--- src/rtl/fft_result_serializer_if.sv ---
// Sample stream interface for fft_result_serializer: one complex sample per beat,
// tagged with its lane index and an end-of-frame marker.
interface fft_result_serializer_if #(
    parameter int formatWidth = 9,
    parameter int LANES       = 32
);
    localparam int IDX_W = (LANES > 1) ? $clog2(LANES) : 1;

    // A beat transfers on each rising edge where m_valid and m_ready are both high;
    // while m_valid is high and m_ready is low the master holds all payload stable.
    logic                   m_valid;
    logic                   m_ready;
    logic [formatWidth-1:0] m_real;
    logic [formatWidth-1:0] m_imag;
    logic [IDX_W-1:0]       m_index;
    logic                   m_last;

    modport master (
        output m_valid, m_real, m_imag, m_index, m_last,
        input  m_ready
    );

    modport slave (
        input  m_valid, m_real, m_imag, m_index, m_last,
        output m_ready
    );
endinterface

--- src/rtl/fft_result_serializer.sv ---
// Captures packed FFT output vectors on the rising edge of fft_done into a
// two-entry frame buffer and streams them out lane by lane.
module fft_result_serializer #(
    parameter int formatWidth = 9,
    parameter int LANES       = 32
) (
    input  logic                         clk,
    input  logic                         rst,
    input  logic                         fft_done,
    input  logic [formatWidth*LANES-1:0] output_real_all,
    input  logic [formatWidth*LANES-1:0] output_imag_all,
    fft_result_serializer_if.master      m,
    output logic                         overflow,
    output logic [7:0]                   drop_count
);
    localparam int IDX_W = (LANES > 1) ? $clog2(LANES) : 1;
    localparam int VEC_W = formatWidth * LANES;

    logic [VEC_W-1:0] buf_real [2];
    logic [VEC_W-1:0] buf_imag [2];

    logic             done_q;
    logic             wr_ptr;
    logic             rd_ptr;
    logic [1:0]       count;
    logic [IDX_W-1:0] rd_idx;

    logic             capture;
    logic             xfer;
    logic             last_xfer;
    logic             store;
    logic             drop;

    logic [formatWidth-1:0] lane_real [LANES];
    logic [formatWidth-1:0] lane_imag [LANES];

    assign capture   = fft_done && !done_q;
    assign xfer      = m.m_valid && m.m_ready;
    assign last_xfer = xfer && m.m_last;
    // A full buffer still accepts a frame if the oldest one drains on the same edge.
    assign store     = capture && ((count != 2'd2) || last_xfer);
    assign drop      = capture && (count == 2'd2) && !last_xfer;

    always_ff @(posedge clk) begin
        if (!rst) begin
            done_q     <= 1'b1;
            wr_ptr     <= 1'b0;
            rd_ptr     <= 1'b0;
            count      <= 2'd0;
            rd_idx     <= '0;
            overflow   <= 1'b0;
            drop_count <= 8'd0;
        end else begin
            done_q   <= fft_done;
            overflow <= drop;
            if (drop && (drop_count != 8'hFF))
                drop_count <= drop_count + 8'd1;
            if (store)
                wr_ptr <= ~wr_ptr;
            if (xfer) begin
                if (m.m_last) begin
                    rd_idx <= '0;
                    rd_ptr <= ~rd_ptr;
                end else begin
                    rd_idx <= rd_idx + IDX_W'(1);
                end
            end
            case ({store, last_xfer})
                2'b10:   count <= count + 2'd1;
                2'b01:   count <= count - 2'd1;
                default: count <= count;
            endcase
        end
    end

    // Frame storage carries no reset; its contents are only observed while count != 0.
    always_ff @(posedge clk) begin
        if (rst && store) begin
            buf_real[wr_ptr] <= output_real_all;
            buf_imag[wr_ptr] <= output_imag_all;
        end
    end

    always_comb begin
        for (int k = 0; k < LANES; k++) begin
            lane_real[k] = buf_real[rd_ptr][formatWidth*(LANES-1-k) +: formatWidth];
            lane_imag[k] = buf_imag[rd_ptr][formatWidth*(LANES-1-k) +: formatWidth];
        end
    end

    assign m.m_valid = (count != 2'd0);
    assign m.m_real  = lane_real[rd_idx];
    assign m.m_imag  = lane_imag[rd_idx];
    assign m.m_index = rd_idx;
    assign m.m_last  = m.m_valid && (rd_idx == IDX_W'(LANES-1));
endmodule

--- src/flat_wrapper.sv ---
// flat-port wrapper written by rule: the top's interface ports become plain ports
module fft_result_serializer_flat 
#(
    parameter int formatWidth = 9,
    parameter int LANES       = 32
)
  (clk, rst, fft_done, output_real_all, output_imag_all, overflow, drop_count, m_m_valid, m_m_real, m_m_imag, m_m_index, m_m_last, m_m_ready);
  fft_result_serializer_if #(.formatWidth(formatWidth), .LANES(LANES)) m_i ();
  input  logic clk;
  input  logic rst;
  input  logic fft_done;
  input  logic [formatWidth*LANES-1:0] output_real_all;
  input  logic [formatWidth*LANES-1:0] output_imag_all;
  output logic overflow;
  output logic [7:0] drop_count;
  output wire logic [$bits(m_i.m_valid)-1:0] m_m_valid;
  output wire logic [$bits(m_i.m_real)-1:0] m_m_real;
  output wire logic [$bits(m_i.m_imag)-1:0] m_m_imag;
  output wire logic [$bits(m_i.m_index)-1:0] m_m_index;
  output wire logic [$bits(m_i.m_last)-1:0] m_m_last;
  input wire logic [$bits(m_i.m_ready)-1:0] m_m_ready;
  assign m_m_valid = m_i.m_valid;
  assign m_m_real = m_i.m_real;
  assign m_m_imag = m_i.m_imag;
  assign m_m_index = m_i.m_index;
  assign m_m_last = m_i.m_last;
  assign m_i.m_ready = m_m_ready;
  fft_result_serializer #(.formatWidth(formatWidth), .LANES(LANES)) u_core (.clk(clk), .rst(rst), .fft_done(fft_done), .output_real_all(output_real_all), .output_imag_all(output_imag_all), .m(m_i), .overflow(overflow), .drop_count(drop_count));
endmodule
--- config.mk ---
export PLATFORM = sky130hd
export DESIGN_NAME = fft_result_serializer_flat
export DESIGN_NICKNAME = d
export VERILOG_FILES = /design/src/rtl/fft_result_serializer_if.sv /design/src/rtl/fft_result_serializer.sv /design/src/flat_wrapper.sv
export SDC_FILE = /design/constraint.sdc
export NUM_CORES = 1
export LEC_CHECK = 0
export CAP_MARGIN = 20
export CORE_ASPECT_RATIO = 0.7
export CORE_MARGIN = 2
export CORE_UTILIZATION = 52
export CTS_BUF_LIST = sky130_fd_sc_hd__clkbuf_4 sky130_fd_sc_hd__clkbuf_8 sky130_fd_sc_hd__clkbuf_16
export DETAILED_ROUTE_END_ITERATION = 10
export GPL_ROUTABILITY_DRIVEN = 0
export GPL_TIMING_DRIVEN = 1
export PLACE_DENSITY = 0.73
export SLEW_MARGIN = 30
export SYNTH_ARGS = -nofsm -noshare
export SYNTH_HDL_FRONTEND = slang
export SYNTH_SLANG_ARGS = --single-unit
--- constraint.sdc ---
create_clock -name clk -period 86 [get_ports clk]
set_clock_uncertainty 0.15 [all_clocks]
set_input_delay 21.5 -clock clk [delete_from_list [all_inputs] [get_ports clk]]
set_output_delay 21.5 -clock clk [all_outputs]
set_load 0.1 [all_outputs]
After elaboration in Yosys (flattened, before gate mapping)

Memories as Yosys holds them, arrays and structs flattened. A register that Yosys moved wholly into a read port is not among the register bits.
Index checks and enable logic that the tools add are counted.

Bits in registers: 19
RAM bits: 1152
Memories: 2

Memories:

| name            | depth | width | read ports | clocked after Yosys merged registers in | wr ports | line                        | RTL |
|---|---|---|---|---|---|---|---|
| u_core.buf_imag | 2     | 288   | 1          | 1                                       | 1        | fft_result_serializer.sv:20 | `logic [VEC_W-1:0] buf_imag [2];` |
| u_core.buf_real | 2     | 288   | 1          | 1                                       | 1        | fft_result_serializer.sv:19 | `logic [VEC_W-1:0] buf_real [2];` |

$add $sub $neg: 4
$lt $le $gt $ge: 1
Equal/unequal tests: 6
Muxes and demuxes: 14
Bitwise operators: 3
Reductions and logical operators: 15

Operator list:

| operator              | number |
|---|---|
| $bmux W9 S5           | 2 |
| $mux W9               | 4 |
| $logic_and A1 B1 Y1   | 9 |
| $add A8 B1 Y8 const B | 1 |
| $ne A8 B8 Y1 const B  | 1 |
| $ge A6 B6 Y1 const B  | 1 |
| $mux W1               | 6 |
| $not A5 Y6            | 1 |
| $add A5 B1 Y5 const B | 1 |
| $eq A5 B5 Y1 const B  | 1 |
| $mux W5               | 1 |
| $eq A2 B2 Y1 const B  | 2 |
| $pmux W2 S2           | 1 |
| $reduce_bool A2 Y1    | 2 |
| $add A2 B1 Y2 const B | 1 |
| $eq A2 B1 Y1 const B  | 1 |
| $logic_not A1 Y1      | 2 |
| $ne A2 B2 Y1 const B  | 1 |
| $not A1 Y1            | 2 |
| $reduce_and A2 Y1     | 1 |
| $sub A2 B1 Y2 const B | 1 |
| $logic_or A1 B1 Y1    | 1 |

Longest topological paths before layout

Gate-level depths: netlist of run 1.

Depth in word-level cells: 8
Gate-level depth with buffers: 13
Gate-level depth less buffers: 10

Worst setup path before layout of run 1

OpenSTA, ideal clock, no wires.

Kind: input port to flip-flop
Start: input port rst
End: memory u_core.buf_imag[0][0] (netlist name) (enable)
Arrival: 60644 ps
Data required time: 83627 ps
Slack: 22984 ps
Cell stages on the path: 2
Cells stage by stage: clkinv_1 -> nor3_1

Longest elaborated chain between the ends: 3

RTL lines:

| element                       | line                        | RTL |
|---|---|---|
| from (decl)                   | flat_wrapper.sv:10          | `input logic rst;` |
| $logic_and A1 B1 Y1           | fft_result_serializer.sv:78 | `if (rst && store) begin` |
| $mux W1                       | fft_result_serializer.sv:78 |  |
| $mux W1 (implied by the code) | fft_result_serializer.sv:80 | `buf_imag[wr_ptr] <= output_imag_all;` |
| to (decl)                     | fft_result_serializer.sv:20 |  |

Every way passes these cells.

Final worst setup path of run 1

Start: register u_core.rd_idx[0], in the netlist u_core.m.m_index[0]
End: output port m_m_real[3]

Longest elaborated chain between the ends: 4

RTL lines:

| element                                    | line                        | RTL |
|---|---|---|
| from (decl)                                | fft_result_serializer.sv:26 | `logic [IDX_W-1:0] rd_idx;` |
| from (signal assigned)                     | fft_result_serializer.sv:65 | `rd_idx <= rd_idx + IDX_W'(1);` |
| $not A5 Y6 (implied by the code)           | fft_result_serializer.sv:92 | `assign m.m_real = lane_real[rd_idx];` |
| $bmux W9 S5                                | fft_result_serializer.sv:92 |  |
| $mux W9 (implied by the code) (2 in a row) | fft_result_serializer.sv:92 |  |
| to (decl)                                  | flat_wrapper.sv:17          | `output wire logic [$bits(m_i.m_real)-1:0] m_m_real;` |

Every way passes these cells. The select of a mux whose other input is x is not followed.

==> flow_results.xml, run 1 <==
<?xml version="1.0" encoding="UTF-8"?>
<metrics>
  <group name="global_route">
    <metric name="global_route_wire_length_before_repair" unit="mm">160</metric>
    <metric name="gr-usage-all-layers" unit="%">25.3</metric>
    <metric name="maximum_number_of_pins_on_one_net_before_global_route_repair" unit="">172</metric>
    <metric name="grt_antenna_before_repair" unit="">47</metric>
    <metric name="grt_pass1_vias" unit="">23700</metric>
    <metric name="gr-total-overflow" unit="">0</metric>
  </group>
  <group name="pwr">
    <metric name="cellPowerDensity" unit="mW/mm^2">20.7</metric>
    <metric name="vdd_ir_drop_max" unit="mV">0.0186</metric>
    <metric name="power.leakage" unit="uW">0.0170</metric>
  </group>
  <group name="floorplanning">
    <metric name="fp.dieArea" unit="mm^2">0.0878</metric>
    <metric name="die_w" unit="um">353</metric>
    <metric name="die_h" unit="um">249</metric>
    <metric name="number_of_ports_placed_on_the_die_boundary" unit="">614</metric>
    <metric name="initial_core_util" unit="%">52.6</metric>
    <metric name="placement_rows" unit="">89</metric>
    <metric name="core-area" unit="mm^2">0.0844</metric>
  </group>
  <group name="setup_path">
    <metric name="timing.reg2reg.setup_slack" unit="ns">79.30</metric>
    <metric name="worst-setup-path-type" unit="">register to primary output</metric>
    <metric name="crit_required" unit="ns">64.35</metric>
    <metric name="cp-start-kind" unit="">register</metric>
    <metric name="critical_path_arrival" unit="ns">5.59</metric>
    <metric name="cp_slowest_cell" unit="">clkdlybuf4s50_1</metric>
    <metric name="timing.critical_path.to_type" unit="">primary output</metric>
    <metric name="slowest_delay" unit="ns">1.13</metric>
    <metric name="timing.critical_path.mode_cell" unit="">buf_4</metric>
    <metric name="crit_chain" unit="">buf_4 &gt; buf_4 &gt; mux4_2 &gt; o22ai_1 &gt; nor4_1 &gt; mux2_2 &gt; clkdlybuf4s50_1</metric>
    <metric name="crit_path_max_fanout" unit="">56</metric>
  </group>
  <group name="sta">
    <metric name="timing.slew.headroom" unit="%">30.2</metric>
    <metric name="setup_tns" unit="ns">0</metric>
    <metric name="peak_freq" unit="MHz">36.7</metric>
    <metric name="tightest_slew" unit="ns">1.04</metric>
    <metric name="final_min_period_over_clock_period" unit="%">31.7</metric>
    <metric name="finalWorstPathRequiredPeriod" unit="ns">27.24</metric>
    <metric name="setup_viol" unit="">0</metric>
    <metric name="grt_setup_unrepaired" unit="">false</metric>
    <metric name="timing.final.max_slew_violations" unit="">0</metric>
    <metric name="timing_hold_violations_final" unit="">0</metric>
  </group>
  <group name="clocking">
    <metric name="clkSinkCount" unit="">1172</metric>
    <metric name="clock_latency" unit="ns">0.67</metric>
    <metric name="cts_repair_resized_insts" unit="">0</metric>
    <metric name="tritoncts.num_buffers" unit="">106</metric>
    <metric name="h-tree-depth" unit="">3</metric>
    <metric name="cts.root.buffer_cell" unit="">clkbuf_16</metric>
    <metric name="clock_tree.buffer_depth" unit="">3</metric>
    <metric name="cts_setup_buffers" unit="">0</metric>
    <metric name="holdBufCountCts" unit="">0</metric>
    <metric name="clk_pin_slew" unit="ns">0.06</metric>
    <metric name="tritoncts" unit="">done</metric>
  </group>
  <group name="outcome">
    <metric name="status" unit="">complete, no violations</metric>
  </group>
  <group name="place">
    <metric name="place.port_buffers" unit="">613</metric>
    <metric name="dp_hpwl" unit="mm">76.6</metric>
  </group>
  <group name="logic_synthesis">
    <metric name="synthDominantCellAreaShare" unit="%">77.8</metric>
    <metric name="avgSynthCellArea" unit="um^2">23.6</metric>
    <metric name="synthFlopType" unit="">edfxtp_1</metric>
    <metric name="ys_ff_latch" unit="">1172</metric>
    <metric name="netlist_instances" unit="">1885</metric>
    <metric name="synth_seq_area_share" unit="%">78.7</metric>
    <metric name="synthesized_nets" unit="">2469</metric>
    <metric name="synthTopCellsByCount" unit="">edfxtp_1, mux4_2, o22ai_1</metric>
    <metric name="synthMostInstantiatedCell" unit="">edfxtp_1</metric>
    <metric name="synthDistinctLibCells" unit="">46</metric>
    <metric name="synthArstFlopShare" unit="%">0</metric>
    <metric name="synth.top_cells.by_area" unit="">edfxtp_1, mux4_2, dfxtp_1, o22ai_1, mux2i_1</metric>
    <metric name="warning_count_from_the_yosys_run" unit="">0</metric>
    <metric name="cell_taking_the_most_area_after_synthesis" unit="">edfxtp_1</metric>
    <metric name="synth_edf_count" unit="">1152</metric>
    <metric name="synthesized_area" unit="mm^2">0.0444</metric>
  </group>
  <group name="finish">
    <metric name="multi_input_gate_area" unit="mm^2">0.00885</metric>
    <metric name="final_net_count" unit="">3132</metric>
    <metric name="layout.core_utilization" unit="%">65.4</metric>
    <metric name="fill_cells" unit="">5578</metric>
    <metric name="fraction_of_final_layout_cells_sized_beyond_drive_strength_1" unit="%">19.9</metric>
    <metric name="area_growth" unit="%">24.3</metric>
    <metric name="sequential_cell_area" unit="mm^2">0.0350</metric>
  </group>
  <group name="routing">
    <metric name="post-route-drc-count" unit="">0</metric>
    <metric name="finalWirelength" unit="mm">111</metric>
    <metric name="vias" unit="">22800</metric>
    <metric name="route.antenna.remaining_nets" unit="">0</metric>
    <metric name="drt_first_pass_iters" unit="">7</metric>
    <metric name="routed_wire_length_per_instance" unit="um">29.3</metric>
    <metric name="first_iter_violations" unit="">2873</metric>
    <metric name="route.detailed.vias_per_inst" unit="">6.02</metric>
  </group>
  <group name="flow_run">
    <metric name="maxCapViolCount" unit="">0</metric>
  </group>
  <group name="worst_hold_path">
    <metric name="min_path_type" unit="">register to register</metric>
  </group>
</metrics>
==> sequential cells by signal (all words and copies together), names as in the netlist, named ones only <==
name and cells:
u_core.m.m_index 5, u_core.wr_ptr 1, u_core.rd_ptr 1, u_core.done_q 1, u_core.buf_real 576, u_core.count 2, u_core.buf_imag 576, u_core.drop_count 8
u_core.overflow 1
==> placed cells by master (no fill, tap or decap), types with 4 or more instances in the layout <==
cell	n
o21ai_0	7
o22ai_1	44
and2_1	6
nor4_1	9
dfxtp_1	15
nand2b_1	4
nor3_1	4
nor3b_1	4
clkbuf_4	27
o21ai_1	13
clkdlybuf4s50_1	607
or4_1	4
ha_1	4
nand3_1	4
o221ai_1	8
buf_2	6
clkinv_1	24
a221oi_1	6
edfxtp_1	1152
bufinv_16	4
xnor2_1	8
mux2i_1	26
mux4_2	302
buf_16	4
buf_6	9
clkinv_2	17
clkbuf_16	107
nor2b_1	5
o22a_1	8
o211ai_1	8
nor2_1	33
diode_2	30
nand2_1	24
buf_4	18
a21oi_1	29
a22oi_1	31
==> critical path: cells and delay by family (launching register included) <==
kind / cells / cell delay [ns]
compound gates: 1 / 0.11
mux: 2 / 0.60
buf+inv: 3 / 2.61
flops: 1 / 0.92
simple gates: 1 / 0.52
==> power by group <==
part / internal, uW / leakage [uW] / switching (uW)
clock: 251 / 0.00168 / 203
combinational: 31.3 / 0.00480 / 23.1
sequential: 634 / 0.0106 / 2.10
total: 917 / 0.0170 / 228
==> final cells by class <==
cell class                      count  share of cell area (%)
Clock buffer                      135                    5.24
Clock inverter                     55                   0.820
Inverter                            6                  0.0408
Timing Repair Buffer              647                    11.8
Tap cell                         1137                    2.58
Multi-Input combinational cell    615                    16.0
Sequential cell                  1172                    63.4
Antenna cell                       30                   0.136
==> worst paths after layout <==
check / end / start / depth (start not counted)
setup / recovery: m_m_real[3] / u_core.m.m_index[0] / 7
hold / removal: u_core.drop_count[6] / u_core.drop_count[6] / 1
setup reg to reg: u_core.buf_imag[0][245] / u_core.m.m_index[0] / 12
hold reg to reg: u_core.drop_count[6] / u_core.drop_count[6] / 1
==> cells by family (layout without fill, tap and decap cells) <==
kind of cell | after synthesis | count (layout) | synth area share, %
flops | 1172 | 1172 | 78.7
mux | 331 | 331 | 16.0
compound gates | 160 | 160 | 2.38
simple gates | 110 | 110 | 1.24
buf+inv | 98 | 843 | 1.36
xor+xnor | 10 | 10 | 0.197
fa+ha+maj | 4 | 4 | 0.113
other cells | 0 | 30 | 0
==> per-layer routing <==
metal | track usage [%] | part of all wire, % | routed length [um] | vias to the layer above
met4 | 6.88 | 2.2 | 2410 | 26
met2 | 39.6 | 48 | 53800 | 1172
met1 | 35.3 | 40 | 44100 | 12000
met5 | 0 | 0.13 | 144 | -
li1 | - | - | - | 9507
met3 | 7.24 | 9.8 | 10900 | 175
==> metrics by stage <==
stage	setup WS, ns	std cells	hold slack, ns	total power [uW]	cell area (um^2)
finish	58.76	3797	0.373	1150	55200
CTS	58.60	3764	0.364	1150	55100
global placement	59.29	3573	0.328	701	51700
floorplan	22.98	1885	0.316	673	44400
detailed placement	59.18	3574	0.355	703	51700
global route	58.56	3787	0.385	1180	55200
Note: power is estimated with default switching activity, not from simulation.
==> run 2: changes to the inputs <==
clock period = 28.4 ns   (was 86 ns; I/O delays follow)
==> flow_results.xml, run 2 (synthesis gave the netlist of run 1 again) <==
<?xml version="1.0" encoding="UTF-8"?>
<metrics>
  <group name="outcome">
    <metric name="status" unit="">complete, no violations</metric>
  </group>
  <group name="pwr">
    <metric name="totalPowerFinal" unit="uW">3500</metric>
    <metric name="vdd_ir_drop_max" unit="mV">0.0534</metric>
    <metric name="cellPowerDensity" unit="mW/mm^2">63.2</metric>
    <metric name="power.leakage" unit="uW">0.0171</metric>
  </group>
  <group name="setup_path">
    <metric name="critical_path_arrival" unit="ns">6.99</metric>
    <metric name="worst-setup-path-type" unit="">register to primary output</metric>
    <metric name="timing.reg2reg.setup_slack" unit="ns">21.66</metric>
    <metric name="crit_path_max_fanout" unit="">71</metric>
    <metric name="cp-start-kind" unit="">register</metric>
    <metric name="destination_of_the_critical_timing_path" unit="">m_m_imag[1]</metric>
    <metric name="timing.critical_path.to_type" unit="">primary output</metric>
    <metric name="r2r_path_end" unit="">u_core.buf_imag[1][124]</metric>
    <metric name="rr_worst_depth" unit="">11</metric>
    <metric name="crit_required" unit="ns">21.15</metric>
    <metric name="regToRegStartpoint" unit="">u_core.m.m_index[0]</metric>
  </group>
  <group name="floorplanning">
    <metric name="number_of_ports_placed_on_the_die_boundary" unit="">614</metric>
    <metric name="core-area" unit="mm^2">0.0844</metric>
    <metric name="die_w" unit="um">353</metric>
    <metric name="placement_rows" unit="">89</metric>
    <metric name="die_h" unit="um">249</metric>
    <metric name="initial_core_util" unit="%">52.6</metric>
    <metric name="fp.dieArea" unit="mm^2">0.0878</metric>
  </group>
  <group name="sta">
    <metric name="peak_freq" unit="MHz">70.2</metric>
    <metric name="setup_viol" unit="">0</metric>
    <metric name="grt_setup_unrepaired" unit="">false</metric>
    <metric name="timing.final.max_slew_violations" unit="">0</metric>
    <metric name="timing.hold.ws" unit="ns">0.359</metric>
    <metric name="finalWorstPathRequiredPeriod" unit="ns">14.24</metric>
    <metric name="setup_tns" unit="ns">0</metric>
    <metric name="timing.slew.headroom" unit="%">29.5</metric>
    <metric name="timing_hold_violations_final" unit="">0</metric>
    <metric name="final_min_period_over_clock_period" unit="%">50.1</metric>
    <metric name="finalWorstSetupSlack" unit="ns">14.16</metric>
    <metric name="tightest_slew" unit="ns">1.05</metric>
  </group>
  <group name="clocking">
    <metric name="cts_setup_buffers" unit="">0</metric>
    <metric name="cts.root.buffer_cell" unit="">clkbuf_16</metric>
    <metric name="clock_tree.buffer_depth" unit="">3</metric>
    <metric name="holdBufCountCts" unit="">0</metric>
    <metric name="tritoncts" unit="">done</metric>
    <metric name="tritoncts.num_buffers" unit="">108</metric>
    <metric name="clock_latency" unit="ns">0.67</metric>
    <metric name="clk_pin_slew" unit="ns">0.06</metric>
    <metric name="cts_repair_resized_insts" unit="">0</metric>
    <metric name="h-tree-depth" unit="">3</metric>
    <metric name="clkSinkCount" unit="">1172</metric>
  </group>
  <group name="routing">
    <metric name="vias" unit="">22800</metric>
    <metric name="first_iter_violations" unit="">2892</metric>
    <metric name="route.antenna.remaining_nets" unit="">0</metric>
    <metric name="finalWirelength" unit="mm">112</metric>
    <metric name="drt_first_pass_iters" unit="">5</metric>
    <metric name="post-route-drc-count" unit="">0</metric>
    <metric name="routed_wire_length_per_instance" unit="um">29.4</metric>
    <metric name="route.detailed.vias_per_inst" unit="">5.96</metric>
  </group>
  <group name="place">
    <metric name="place.port_buffers" unit="">613</metric>
    <metric name="pre_cts_slack" unit="ns">14.28</metric>
    <metric name="dp_hpwl" unit="mm">76.5</metric>
  </group>
  <group name="finish">
    <metric name="layout.core_utilization" unit="%">65.6</metric>
    <metric name="fill_cells" unit="">5541</metric>
    <metric name="mostFrequentLayoutCell" unit="">edfxtp_1</metric>
    <metric name="final_net_count" unit="">3139</metric>
    <metric name="fraction_of_final_layout_cells_sized_beyond_drive_strength_1" unit="%">20.2</metric>
    <metric name="area_growth" unit="%">24.7</metric>
    <metric name="largest_registers" unit="">u_core.buf_imag: 576 flops, u_core.buf_real: 576 flops, u_core.drop_count: 8 flops</metric>
    <metric name="layout.cells.most_common_list" unit="">edfxtp_1, clkdlybuf4s50_1, mux4_2</metric>
  </group>
  <group name="flow_run">
    <metric name="maxCapViolCount" unit="">0</metric>
  </group>
  <group name="global_route">
    <metric name="global_route_wire_length_before_repair" unit="mm">161</metric>
    <metric name="gr-total-overflow" unit="">0</metric>
    <metric name="gr-usage-all-layers" unit="%">25.5</metric>
    <metric name="grt_pass1_vias" unit="">23800</metric>
    <metric name="maximum_number_of_pins_on_one_net_before_global_route_repair" unit="">177</metric>
    <metric name="grt_antenna_before_repair" unit="">57</metric>
  </group>
  <group name="worst_hold_path">
    <metric name="min_path_type" unit="">register to register</metric>
  </group>
</metrics>
[run 2: changes by cell type in the layout (fill, tap and decap cells not counted), moves of 3 or more]
cell	previous run	this run
buf_4	18	23
clkbuf_16	107	110
clkbuf_4	27	18
clkbuf_8	1	6
clkinv_1	24	28
clkinv_2	17	24
diode_2	30	37
inv_16	3	0
[run 2: how the worst min path moves through the flow]
stage	cells after the start	endpoint	from	slack [ns]
after floorplan	2	u_core.count[1]	u_core.count[1]	0.32
after global placement	2	u_core.count[1]	u_core.count[1]	0.34
after detailed placement	1	u_core.drop_count[6]	u_core.drop_count[6]	0.35
after CTS	1	u_core.drop_count[6]	u_core.drop_count[6]	0.36
after global routing	2	u_core.drop_count[1]	u_core.drop_count[1]	0.40
final	1	u_core.drop_count[6]	u_core.drop_count[6]	0.36
[run 2: metal layers]
layer  vias up  GRT usage [%]  share of wire [%]
met3       193           7.52                9.8
li1       9554              -                  -
met2      1118           39.3                 48
met1     11900           35.3                 39
met4        36           8.67                2.6
met5         -              0               0.22
[run 2: metrics by stage]
stage	cell area [um^2]	cells
3_5_place_dp	51700	3578
5_1_grt	55400	3812
4_1_cts	55200	3777
3_3_place_gp	51700	3575
2_1_floorplan	44400	1885
6_report	55400	3818
[run 2: area by class of cell]
type / count / area, um^2 / share of cell area [%]
Antenna cell: 37 / 92.6 / 0.167
Sequential cell: 1172 / 35000 / 63.2
Timing Repair Buffer: 652 / 6540 / 11.8
Inverter: 6 / 22.5 / 0.0406
Clock buffer: 134 / 2970 / 5.36
Clock inverter: 65 / 495 / 0.894
Multi-Input combinational cell: 615 / 8860 / 16.0
Tap cell: 1137 / 1420 / 2.57
[run 2: worst max-delay path: stages, from the launching register on]
cell and delay, ns:
dfxtp_4 0.82, buf_12 0.36, buf_16 0.44, buf_6 0.58, buf_4 0.65, buf_4 0.52
buf_12 0.28, mux4_2 0.51, mux4_2 0.53, o211ai_1 0.20, o21ai_1 0.18, clkdlybuf4s50_1 1.02
[run 2: power by group]
group,internal [uW],switching (uW)
Sequential,1920,6.43
Clock,795,619
Combinational,94.8,68.8
Total,2810,694
==> run 3: changes to the inputs <==
CORE_UTILIZATION = 49   (was 52)
PLACE_DENSITY = 0.72   (was 0.73)
clock period = 12.5 ns   (was 28.4 ns; I/O delays follow)
==> flow_results.xml, run 3 (synthesis gave the netlist of run 1 again) <==
<?xml version="1.0" encoding="UTF-8"?>
<metrics>
  <group name="place">
    <metric name="dp_hpwl" unit="mm">76.0</metric>
    <metric name="place_inst" unit="">3655</metric>
    <metric name="place.port_buffers" unit="">613</metric>
    <metric name="pre_cts_slack" unit="ns">4.58</metric>
  </group>
  <group name="sta">
    <metric name="timing.final.max_slew_violations" unit="">0</metric>
    <metric name="peak_freq" unit="MHz">116</metric>
    <metric name="setup_viol" unit="">0</metric>
    <metric name="tightest_slew" unit="ns">1.21</metric>
    <metric name="finalWorstSetupSlack" unit="ns">3.91</metric>
    <metric name="finalWorstPathRequiredPeriod" unit="ns">8.59</metric>
    <metric name="grt_setup_unrepaired" unit="">false</metric>
    <metric name="timing_hold_violations_final" unit="">0</metric>
    <metric name="final_min_period_over_clock_period" unit="%">68.7</metric>
    <metric name="timing.slew.headroom" unit="%">19.1</metric>
  </group>
  <group name="routing">
    <metric name="route.antenna.remaining_nets" unit="">0</metric>
    <metric name="route.detailed.vias_per_inst" unit="">5.90</metric>
    <metric name="vias" unit="">22900</metric>
    <metric name="first_iter_violations" unit="">2754</metric>
    <metric name="post-route-drc-count" unit="">0</metric>
    <metric name="finalWirelength" unit="mm">112</metric>
    <metric name="routed_wire_length_per_instance" unit="um">28.9</metric>
    <metric name="drt_first_pass_iters" unit="">5</metric>
  </group>
  <group name="finish">
    <metric name="stdcell_count" unit="">3877</metric>
    <metric name="fill_cells" unit="">6137</metric>
    <metric name="area_growth" unit="%">25.1</metric>
    <metric name="layout.core_utilization" unit="%">61.8</metric>
    <metric name="mostFrequentLayoutCell" unit="">edfxtp_1</metric>
    <metric name="multi_input_gate_area" unit="mm^2">0.00889</metric>
    <metric name="sequential_cell_area" unit="mm^2">0.0350</metric>
    <metric name="fraction_of_final_layout_cells_sized_beyond_drive_strength_1" unit="%">20.1</metric>
    <metric name="final_net_count" unit="">3132</metric>
    <metric name="layout.cells.most_common_list" unit="">edfxtp_1, clkdlybuf4s50_1, mux4_2</metric>
    <metric name="largest_registers" unit="">u_core.buf_imag: 576 flops, u_core.buf_real: 576 flops, u_core.drop_count: 8 flops</metric>
  </group>
  <group name="flow_run">
    <metric name="maxCapViolCount" unit="">0</metric>
  </group>
  <group name="clocking">
    <metric name="clock_tree.buffer_depth" unit="">3</metric>
    <metric name="tritoncts.num_buffers" unit="">108</metric>
    <metric name="tritoncts" unit="">done</metric>
    <metric name="clk_pin_slew" unit="ns">0.07</metric>
    <metric name="cts.root.buffer_cell" unit="">clkbuf_16</metric>
    <metric name="cts_repair_resized_insts" unit="">0</metric>
    <metric name="clkSinkCount" unit="">1172</metric>
    <metric name="clock_latency" unit="ns">0.71</metric>
    <metric name="holdBufCountCts" unit="">0</metric>
    <metric name="cts_setup_buffers" unit="">0</metric>
    <metric name="h-tree-depth" unit="">3</metric>
  </group>
  <group name="setup_path">
    <metric name="worst-setup-path-type" unit="">register to primary output</metric>
    <metric name="cp-start-kind" unit="">register</metric>
    <metric name="crit_required" unit="ns">9.22</metric>
    <metric name="timing.critical_path.to_type" unit="">primary output</metric>
    <metric name="crit_path_max_fanout" unit="">38</metric>
    <metric name="critical_path_arrival" unit="ns">5.32</metric>
  </group>
  <group name="pwr">
    <metric name="total_switching_power" unit="uW">1600</metric>
    <metric name="power.switching_fraction" unit="%">19.9</metric>
    <metric name="vdd_ir_drop_max" unit="mV">0.128</metric>
    <metric name="internal-power" unit="uW">6470</metric>
    <metric name="power.leakage" unit="uW">0.0171</metric>
    <metric name="comb_power_share" unit="%">4.7</metric>
    <metric name="pwr-share-clk" unit="%">41.1</metric>
    <metric name="p_seq_share" unit="%">54.2</metric>
    <metric name="cellPowerDensity" unit="mW/mm^2">145</metric>
  </group>
  <group name="floorplanning">
    <metric name="placement_rows" unit="">92</metric>
    <metric name="fp.dieArea" unit="mm^2">0.0932</metric>
    <metric name="number_of_ports_placed_on_the_die_boundary" unit="">614</metric>
    <metric name="initial_core_util" unit="%">49.4</metric>
    <metric name="core-area" unit="mm^2">0.0899</metric>
    <metric name="die_h" unit="um">256</metric>
    <metric name="die_w" unit="um">364</metric>
  </group>
  <group name="global_route">
    <metric name="gr-usage-all-layers" unit="%">23.9</metric>
    <metric name="grt_pass1_vias" unit="">23500</metric>
    <metric name="maximum_number_of_pins_on_one_net_before_global_route_repair" unit="">164</metric>
    <metric name="global_route_wire_length_before_repair" unit="mm">159</metric>
    <metric name="grt_antenna_before_repair" unit="">39</metric>
    <metric name="gr-total-overflow" unit="">0</metric>
  </group>
  <group name="worst_hold_path">
    <metric name="min_path_type" unit="">register to register</metric>
  </group>
  <group name="outcome">
    <metric name="status" unit="">complete, no violations</metric>
  </group>
</metrics>
## run 3: cell count changes in the layout (fill, tap and decap cells not counted), moves of 3 or more
cell	previous run	this run
clkbuf_8	6	0
buf_6	8	5
diode_2	37	20
clkinv_2	24	20
bufinv_16	6	13
buf_4	23	17
## run 3: power groups by stage
| stage | sequential [uW] | combinational (uW) | clock [uW] |
|---|---|---|---|
| final | 4380 | 378 | 3320 |
| after global routing | 4380 | 396 | 3530 |
| after CTS | 4380 | 375 | 3380 |
| after detailed placement | 4460 | 372 | 0 |
| after global placement | 4460 | 362 | 0 |
| after floorplan | 4480 | 109 | 0 |
## run 3: worst max-delay path: stages (launching register included)
cell             delay [ns]
dfxtp_4                0.78
buf_4                  0.74
buf_4                  0.65
mux4_2                 0.58
a22oi_1                0.19
nand2_1                0.08
a22oi_1                0.31
o21ai_1                0.20
clkdlybuf4s50_1        1.02
## run 3: through the flow
stage | hold slack [ns] | cell area [um^2] | power, uW | TNS [ns]
floorplan | 0.316 | 44500 | 4590 | -2918.94
global placement | 0.329 | 51900 | 4820 | 0
detailed placement | 0.341 | 51800 | 4830 | 0
CTS | 0.359 | 55400 | 8140 | 0
global route | 0.384 | 55600 | 8300 | 0
finish | 0.363 | 55600 | 8080 | 0
## run 3: layout make-up
cell class              instances  share of cell area, %
diodes                         20                 0.0900
clock buffers                 124                   5.08
clock inverters                73                   1.37
inverters                       6                 0.0428
multi-input cells             615                   16.0
flip-flops and latches       1172                   63.0
well taps                    1222                   2.75
repair buffers                645                   11.7
## run 3: final timing paths
| kind | from | to | slack [ns] | depth (start not counted) |
|---|---|---|---|---|
| worst max-delay path | register | m_m_imag[7] | 3.91 | 8 |
| worst min-delay path | u_core.drop_count[6] | u_core.drop_count[6] | 0.36 | 1 |
| worst max register to register | u_core.m.m_index[1] | u_core.buf_imag[0][211] | 6.89 | 11 |
| worst min register to register | u_core.drop_count[6] | u_core.drop_count[6] | 0.36 | 1 |
## run 3: routing by layer
metal	global-route usage [%]	vias to the layer above	share of wire, %
met5	0	-	0.21
met4	7.24	38	2.3
met3	7.65	190	10
met2	36.6	1139	48
met1	32.9	12000	39
li1	-	9517	-
